**config.mk**
```make
export PLATFORM = sky130hd
export DESIGN_NAME = host_rx_ts_tagger_flat
export DESIGN_NICKNAME = d
export VERILOG_FILES = /design/src/rtl/host_rx_ts_tagger_if.sv /design/src/rtl/host_rx_ts_tagger.sv /design/src/flat_wrapper.sv
export SDC_FILE = /design/constraint.sdc
export NUM_CORES = 1
export LEC_CHECK = 0
export ABC_CLOCK_PERIOD_IN_PS = 6300
export BUFFER_PORTS_ARGS = -buffer_cell sky130_fd_sc_hd__clkbuf_2
export CORE_ASPECT_RATIO = 1.5
export CORE_MARGIN = 10
export CORE_UTILIZATION = 50
export DETAILED_ROUTE_END_ITERATION = 6
export PLACE_DENSITY = 0.69
export SETUP_SLACK_MARGIN = 0.1
export SYNTH_ARGS = -nofsm -noshare
export SYNTH_HDL_FRONTEND = slang
export SYNTH_SLANG_ARGS = --single-unit
export TNS_END_PERCENT = 100
```
**constraint.sdc**
```tcl
create_clock -name i_clk -period 6.3 [get_ports i_clk]
set_input_delay 0.945 -clock i_clk [delete_from_list [all_inputs] [get_ports i_clk]]
set_output_delay 0.945 -clock i_clk [all_outputs]
set_load 0.02 [all_outputs]
```
**src/rtl/host_rx_ts_tagger_if.sv**
```systemverilog
// ---------------------------------------------------------------------------
// host_rx_ts_tagger_if
//   Bundles the receive-timer input, the descriptor write side, the
//   descriptor output handshake and the drop/overflow statistics of
//   host_rx_ts_tagger.
//
//   master : the host side (drives timer, descriptor writes and acks)
//   slave  : the tagger itself
//
//   timer        19      current receive timer value, 0..TIMER_MAX
//   desc_wr      1       descriptor write strobe, one cycle per descriptor
//   desc         DESC_W  descriptor data, valid with desc_wr
//   desc_full    1       FIFO full
//   desc_valid   1       output descriptor valid
//   desc_out     DESC_W  output descriptor
//   residence    19      residence ticks of desc_out
//   desc_ack     1       downstream accepts the output descriptor
//   timeout_cnt  16      dropped-by-timeout/aging count, saturating
//   overflow_cnt 16      writes lost while full, saturating
// ---------------------------------------------------------------------------
interface host_rx_ts_tagger_if #(
  parameter int DESC_W = 64
);
  logic [18:0]       timer;
  logic              desc_wr;
  logic [DESC_W-1:0] desc;
  logic              desc_full;
  logic              desc_valid;
  logic [DESC_W-1:0] desc_out;
  logic [18:0]       residence;
  logic              desc_ack;
  logic [15:0]       timeout_cnt;
  logic [15:0]       overflow_cnt;

  modport master (
    output timer, desc_wr, desc, desc_ack,
    input  desc_full, desc_valid, desc_out, residence, timeout_cnt, overflow_cnt
  );

  modport slave (
    input  timer, desc_wr, desc, desc_ack,
    output desc_full, desc_valid, desc_out, residence, timeout_cnt, overflow_cnt
  );
endinterface

```
**src/rtl/host_rx_ts_tagger.sv**
```systemverilog
// ---------------------------------------------------------------------------
// host_rx_ts_tagger
//   Timestamp-tagging descriptor buffer for the host receive path. Every
//   written descriptor is stamped with the free-running receive timer and
//   queued. When the head is evaluated, its wrap-corrected residence time is
//   computed; entries that reached the timeout, or that sat a full timer
//   period (aged), are discarded and counted instead of being presented.
//
//   i_clk    clock
//   i_rst_n  asynchronous active-low reset
//   bus      host_rx_ts_tagger_if.slave (timer, write side, output
//            handshake, statistics counters)
// ---------------------------------------------------------------------------
module host_rx_ts_tagger #(
  parameter int          DESC_W    = 64,
  parameter int          DEPTH     = 4,
  parameter int unsigned TIMER_MAX = 499999,
  parameter int unsigned TIMEOUT   = 125000
) (
  input  logic                i_clk,
  input  logic                i_rst_n,
  host_rx_ts_tagger_if.slave  bus
);

  localparam int PTR_W = $clog2(DEPTH);
  localparam int CNT_W = PTR_W + 1;

  typedef enum logic [1:0] {
    S_IDLE,
    S_EVAL,
    S_OUT
  } state_t;

  state_t state, state_nxt;

  // Entry storage
  logic [DESC_W-1:0] mem_desc  [DEPTH];
  logic [18:0]       mem_stamp [DEPTH];
  logic [DEPTH-1:0]  written;   // entry holds a descriptor
  logic [DEPTH-1:0]  armed;     // set the cycle after the write
  logic [DEPTH-1:0]  aged;      // timer came back round to the stamp

  logic [PTR_W-1:0]  wr_ptr, rd_ptr;
  logic [CNT_W-1:0]  count;

  logic              full, empty;
  logic              wr_accept, wr_drop;
  logic              pop, drop, load, out_valid;

  logic [DESC_W-1:0] desc_q;
  logic [18:0]       residence_q;
  logic [15:0]       timeout_cnt_q, overflow_cnt_q;

  logic [19:0]       now_ext, stamp_ext, res_full;
  logic [18:0]       res_now;

  assign full      = (count == CNT_W'(DEPTH));
  assign empty     = (count == '0);
  // A pop in the same cycle does not free a slot for the write.
  assign wr_accept = bus.desc_wr && !full;
  assign wr_drop   = bus.desc_wr && full;

  // Wrap-corrected residence of the head, evaluated against the live timer.
  always_comb begin
    now_ext   = {1'b0, bus.timer};
    stamp_ext = {1'b0, mem_stamp[rd_ptr]};
    if (now_ext >= stamp_ext)
      res_full = now_ext - stamp_ext;
    else
      res_full = now_ext + 20'(TIMER_MAX) + 20'd1 - stamp_ext;
  end
  assign res_now = res_full[18:0];

  // ---------------------------------------------------------------- FSM
  // NOTE: sequential state uses non-blocking assignments only, so every
  // flop samples values from before the edge regardless of process order.
  always_ff @(posedge i_clk or negedge i_rst_n) begin
    if (!i_rst_n) state <= S_IDLE;
    else          state <= state_nxt;
  end

  // NOTE: each combinational output gets a default first, so no path can
  // leave it unassigned and infer a latch.
  always_comb begin
    state_nxt = state;
    unique case (state)
      S_IDLE: if (!empty) state_nxt = S_EVAL;
      S_EVAL: state_nxt = drop ? S_IDLE : S_OUT;
      S_OUT:  if (bus.desc_ack) state_nxt = S_IDLE;
      default: state_nxt = S_IDLE;
    endcase
  end

  always_comb begin
    pop       = (state == S_EVAL);
    drop      = pop && (aged[rd_ptr] || (32'(res_now) >= TIMEOUT));
    load      = pop && !drop;
    out_valid = (state == S_OUT);
  end

  // ---------------------------------------------------------------- storage
  // NOTE: the data/stamp array has no reset; occupancy is tracked by the
  // reset pointers and flags, so stale contents are never observed.
  always_ff @(posedge i_clk) begin
    if (wr_accept) begin
      mem_desc[wr_ptr]  <= bus.desc;
      mem_stamp[wr_ptr] <= bus.timer;
    end
  end

  // Per-entry flags. A popped slot is never the write slot in the same
  // cycle: writes are only accepted below DEPTH, when the write slot is free.
  always_ff @(posedge i_clk or negedge i_rst_n) begin
    if (!i_rst_n) begin
      written <= '0;
      armed   <= '0;
      aged    <= '0;
    end else begin
      for (int i = 0; i < DEPTH; i++) begin
        if (pop && (rd_ptr == PTR_W'(i))) begin
          written[i] <= 1'b0;
          armed[i]   <= 1'b0;
          aged[i]    <= 1'b0;
        end else begin
          if (wr_accept && (wr_ptr == PTR_W'(i))) written[i] <= 1'b1;
          if (written[i]) armed[i] <= 1'b1;
          // Only meaningful once armed: in the write cycle itself the timer
          // trivially equals the stamp.
          if (armed[i] && (bus.timer == mem_stamp[i])) aged[i] <= 1'b1;
        end
      end
    end
  end

  always_ff @(posedge i_clk or negedge i_rst_n) begin
    if (!i_rst_n) begin
      wr_ptr <= '0;
      rd_ptr <= '0;
      count  <= '0;
    end else begin
      if (wr_accept) wr_ptr <= wr_ptr + PTR_W'(1);
      if (pop)       rd_ptr <= rd_ptr + PTR_W'(1);
      unique case ({wr_accept, pop})
        2'b10:   count <= count + CNT_W'(1);
        2'b01:   count <= count - CNT_W'(1);
        default: count <= count;
      endcase
    end
  end

  // ---------------------------------------------------------------- output
  always_ff @(posedge i_clk or negedge i_rst_n) begin
    if (!i_rst_n) begin
      desc_q      <= '0;
      residence_q <= '0;
    end else if (load) begin
      desc_q      <= mem_desc[rd_ptr];
      residence_q <= res_now;
    end
  end

  always_ff @(posedge i_clk or negedge i_rst_n) begin
    if (!i_rst_n) begin
      timeout_cnt_q  <= '0;
      overflow_cnt_q <= '0;
    end else begin
      if (drop && (timeout_cnt_q != 16'hFFFF))
        timeout_cnt_q <= timeout_cnt_q + 16'd1;
      if (wr_drop && (overflow_cnt_q != 16'hFFFF))
        overflow_cnt_q <= overflow_cnt_q + 16'd1;
    end
  end

  assign bus.desc_full    = full;
  assign bus.desc_valid   = out_valid;
  assign bus.desc_out     = desc_q;
  assign bus.residence    = residence_q;
  assign bus.timeout_cnt  = timeout_cnt_q;
  assign bus.overflow_cnt = overflow_cnt_q;

endmodule

```
**src/flat_wrapper.sv**
```systemverilog
// flat-port wrapper written by rule: the top's interface ports become plain ports
module host_rx_ts_tagger_flat 
#(
  parameter int          DESC_W    = 64,
  parameter int          DEPTH     = 4,
  parameter int unsigned TIMER_MAX = 499999,
  parameter int unsigned TIMEOUT   = 125000
)
  (i_clk, i_rst_n, bus_timer, bus_desc_wr, bus_desc, bus_desc_ack, bus_desc_full, bus_desc_valid, bus_desc_out, bus_residence, bus_timeout_cnt, bus_overflow_cnt);
  host_rx_ts_tagger_if #(.DESC_W(DESC_W)) bus_i ();
  input  logic i_clk;
  input  logic i_rst_n;
  input wire logic [$bits(bus_i.timer)-1:0] bus_timer;
  input wire logic [$bits(bus_i.desc_wr)-1:0] bus_desc_wr;
  input wire logic [$bits(bus_i.desc)-1:0] bus_desc;
  input wire logic [$bits(bus_i.desc_ack)-1:0] bus_desc_ack;
  output wire logic [$bits(bus_i.desc_full)-1:0] bus_desc_full;
  output wire logic [$bits(bus_i.desc_valid)-1:0] bus_desc_valid;
  output wire logic [$bits(bus_i.desc_out)-1:0] bus_desc_out;
  output wire logic [$bits(bus_i.residence)-1:0] bus_residence;
  output wire logic [$bits(bus_i.timeout_cnt)-1:0] bus_timeout_cnt;
  output wire logic [$bits(bus_i.overflow_cnt)-1:0] bus_overflow_cnt;
  assign bus_i.timer = bus_timer;
  assign bus_i.desc_wr = bus_desc_wr;
  assign bus_i.desc = bus_desc;
  assign bus_i.desc_ack = bus_desc_ack;
  assign bus_desc_full = bus_i.desc_full;
  assign bus_desc_valid = bus_i.desc_valid;
  assign bus_desc_out = bus_i.desc_out;
  assign bus_residence = bus_i.residence;
  assign bus_timeout_cnt = bus_i.timeout_cnt;
  assign bus_overflow_cnt = bus_i.overflow_cnt;
  host_rx_ts_tagger #(.DESC_W(DESC_W), .DEPTH(DEPTH), .TIMER_MAX(TIMER_MAX), .TIMEOUT(TIMEOUT)) u_core (.i_clk(i_clk), .i_rst_n(i_rst_n), .bus(bus_i));
endmodule
```
==> impl_metrics.csv <==
group,metric,value,unit
floorplanning,num_rows,91,
floorplanning,die-area,50100,sq um
critical_path,worstReg2RegStart,"u_core.rd_ptr[0]$_DFFE_PN0P_",
timing,drv_slew,0,
pwr,irDropWorstVdd,0.000458,V
global_route,grt_usage,18.4,%
critical_path,reg2reg_slack,1.02,ns
status,outcome,"completed",
final_layout,drive_gt1_share,30.2,%
routing,met1Wirelength,16000,um
critical_path,crit_path_cell_trace,"mux4_2, inv_1, ha_1, ha_1, fa_1, a211oi_1, o31ai_1, o2111a_1, nand2b_1, a21oi_1, xnor2_1, nand4_1, o32a_1, and3_1, or3_4, mux2_4",
routing,drc,0,
routing,post_drt_wl_per_cell,22.2,um
floorplanning,initial_utilization,50.5,%
timing,finalSetupViolCount,0,
clock_network,clock_sinks,468,
run,cap_violations,0,
critical_path,crit_start,"u_core.rd_ptr[0]$_DFFE_PN0P_",
routing,viasPerCell,5.57,
place,dpl.hpwl,30800,um
logic_synthesis,synth_top_area_share,48.2,%
logic_synthesis,synthCells,1293,
clock_network,ctsResizeCount,0,
critical_path,r2r.worst_path.cells,16,
routing,top_layer,"met4",
pwr,powerDensity,551,nW/um^2
timing,hold_viol_final,0,
critical_path,crit_required,6.74,ns
timing,skew,0.0175,ns
critical_path,worst_path_max_delay_cell,"dfrtp_4",
logic_synthesis,synth_cell_types,65,
logic_synthesis,ys_ff_latch,468,
floorplanning,die_x,186,um
routing,wirelength,45400,um
logic_synthesis,avgSynthCellArea,16.0,sq um
global_route,grt_overflow,0,
critical_path,start_kind,"register",
clock_network,clk_latency,0.57,ns
logic_synthesis,ys.flop_type,"edfxtp_1",
routing,drtIter0Drc,591,
critical_path,cp_num_buf_inv,1,
critical_path,crit_family,"compound AO/OA/AOI/OAI gates",
timing,tns,0,ns
timing,fmax,190,MHz
logic_synthesis,synth_nets,1447,
critical_path,arrival,5.72,ns
critical_path,crit_end,"u_core.bus.timeout_cnt[1]$_DFFE_PN0P_",
logic_synthesis,synth_top_family_by_area,"multiplexers",
floorplanning,core_area,41000,sq um
timing,tightest_slew,1.07,ns
logic_synthesis,synthMuxAreaShare,13.5,%
final_layout,fillers,3187,
logic_synthesis,yosysSeqAreaShare,64.6,%
critical_path,cp_slowest_stage_delay,0.69,ns
logic_synthesis,synth_compound_area_share,3.74,%
logic_synthesis,synth.cell_area,20700,sq um
clock_network,cts_hold_buf,0,
final_layout,final_cell_mix,"edfxtp_1, clkbuf_2, dfrtp_1",
final_layout,nets,1652,
timing,layout_worst_path_cycle_share,83.8,%
final_layout,mostFrequentLayoutCell,"edfxtp_1",
final_layout,syn_to_final_growth,14.5,%
logic_synthesis,synth_top_area_cell,"edfxtp_1",
critical_path,crit_type,"register to register",
critical_path,critPathMostFrequentCell,"ha_1",
logic_synthesis,synth_area_leaders,"edfxtp_1, dfrtp_1, mux4_2, xnor2_1, mux2_2",
timing,slew_headroom,28.9,%
floorplanning,num_io_pins,204,
global_route,grt_first_pass_wirelength,70200,um
place,numPortBuffers,203,
global_route,grt_start_max_net_pins,68,
global_route,antenna_found_initial,1,
timing,period_minus_slack,5.28,ns
routing,dr.pass1.iters,5,
clock_network,cts-buffers-inserted,45,
timing,rsz0062_at_grt,"false",
clock_network,clockBufferDepth,3,
critical_path,reg2reg_to,"u_core.bus.timeout_cnt[1]$_DFFE_PN0P_",
logic_synthesis,synth-edff-count,332,
routing,wl_met2,25000,um
logic_synthesis,ys_async_sr_fraction,29.1,%
logic_synthesis,synth_warnings,0,
global_route,grt_pass1_vias,12500,
clock_network,cts_max_level,2,
pwr,power,13.1,mW
routing,antenna_left,0,
worst_hold_path,hold_path.class,"input pin to async pin",
clock_network,path_clk_slew,0.06,ns
pwr,power.leakage,9.04,nW
routing,wl_met3,2570,um
logic_synthesis,synthSimpleGateAreaFrac,5.37,%
logic_synthesis,synth_xor_area_share,5.92,%
logic_synthesis,synth_adder_area_share,4.56,%
clock_network,cts_setup_buffers,0,
place,routabilityCongestion,0.875,
critical_path,cp_num_cells,16,
clock_network,root_buffer,"clkbuf_16",
floorplanning,die_h,269,um
routing,vias,11400,
critical_path,crit_fanout,19,
clock_network,cts_tree,"yes",
critical_path,crit_path_end_kind,"register",
[logic make-up (layout without fill, tap and decap cells)]
group	Yosys count	in the layout
adder cells (fa/ha/maj)	67	67
other	0	1
multiplexers	164	164
XOR/XNOR	140	140
buffers and inverters	123	365
AND/OR/NAND/NOR	215	215
AO/OA/AOI/OAI	116	116
flip-flops	468	468
[worst min-delay path by stage]
stage                                      from                               endpoint  depth (start not counted)
global route                            i_rst_n  u_core.bus.timeout_cnt[1]$_DFFE_PN0P_                          1
finish                                  i_rst_n    u_core.bus.residence[3]$_DFFE_PN0P_                          1
floorplan           u_core.state[1]$_DFFE_PN0P_            u_core.state[0]$_DFFE_PN0P_                          1
CTS                                     i_rst_n    u_core.bus.residence[0]$_DFFE_PN0P_                          1
detailed placement  u_core.state[0]$_DFFE_PN0P_            u_core.state[0]$_DFFE_PN0P_                          1
global placement    u_core.state[0]$_DFFE_PN0P_            u_core.state[0]$_DFFE_PN0P_                          1
[worst reg2reg max path: stages (launching register included)]
cell and delay, ns:
dfrtp_4 0.69, mux4_2 0.57, inv_1 0.11, ha_1 0.28
ha_1 0.25, fa_1 0.41, a211oi_1 0.38, o31ai_1 0.19
o2111a_1 0.27, nand2b_1 0.20, a21oi_1 0.20, xnor2_1 0.16
nand4_1 0.12, o32a_1 0.20, and3_1 0.37, or3_4 0.47
mux2_4 0.30
[final cells by class]
cell class	instances	area [sq um]	share of cell area, %
diodes	1	2.50	0.0106
clock inverters	23	194	0.818
inverters	64	240	1.01
multi-input cells	702	6850	28.9
well taps	511	639	2.70
repair buffers	217	1140	4.81
clock buffers	61	1250	5.26
flip-flops and latches	468	13400	56.5
[power by group]
| group | total (mW) | switching (mW) | leakage, nW | internal, mW |
|---|---|---|---|---|
| combinational | 5.82 | 3.30 | 3.65 | 2.52 |
| sequential | 4.62 | 0.423 | 4.69 | 4.19 |
| clock | 2.63 | 1.15 | 0.700 | 1.48 |
| total | 13.1 | 4.87 | 9.04 | 8.19 |
[per-layer routing]
metal	vias to the layer above	global-route usage, %
met5	-	0
met4	0	8.11
met3	86	3.45
met2	288	33.7
met1	5777	19.8
li1	5246	-
[state kept, by name, indices dropped and copies added (netlist names)]
register	flops
u_core.rd_ptr	2
u_core.bus.timeout_cnt	16
u_core.bus.overflow_cnt	16
u_core.aged	4
u_core.mem_desc	256
u_core.bus.desc_out	64
u_core.wr_ptr	2
u_core.count	3
u_core.armed	4
u_core.mem_stamp	76
u_core.bus.residence	19
u_core.written	4
u_core.state	2
[per-stage QoR]
stage,util (%),cell area (sq um),instances,hold slack (ns),setup WS [ns]
floorplan,-,20700,1293,0.423,0.626
global placement,54.3,22300,1962,0.443,1.13
detailed placement,54.3,22300,1962,0.452,1.03
CTS,57.8,23700,2046,0.190,1.00
global route,57.8,23700,2047,0.194,0.720
finish,57.8,23700,2047,0.204,1.02
[synth_stat cells (10+ instances only)]
cell / count
a21oi_1: 35
nand4_1: 30
ha_1: 53
fa_1: 14
xnor2_1: 111
mux4_2: 84
inv_1: 62
o21ai_0: 20
xor2_1: 29
dfrtp_1: 136
nand2_1: 54
and3_1: 11
clkbuf_1: 41
mux2_2: 71
nor2_1: 35
nand3_1: 20
and2_1: 10
edfxtp_1: 332
nor3_1: 20
Power figures use the tool's default switching activity.
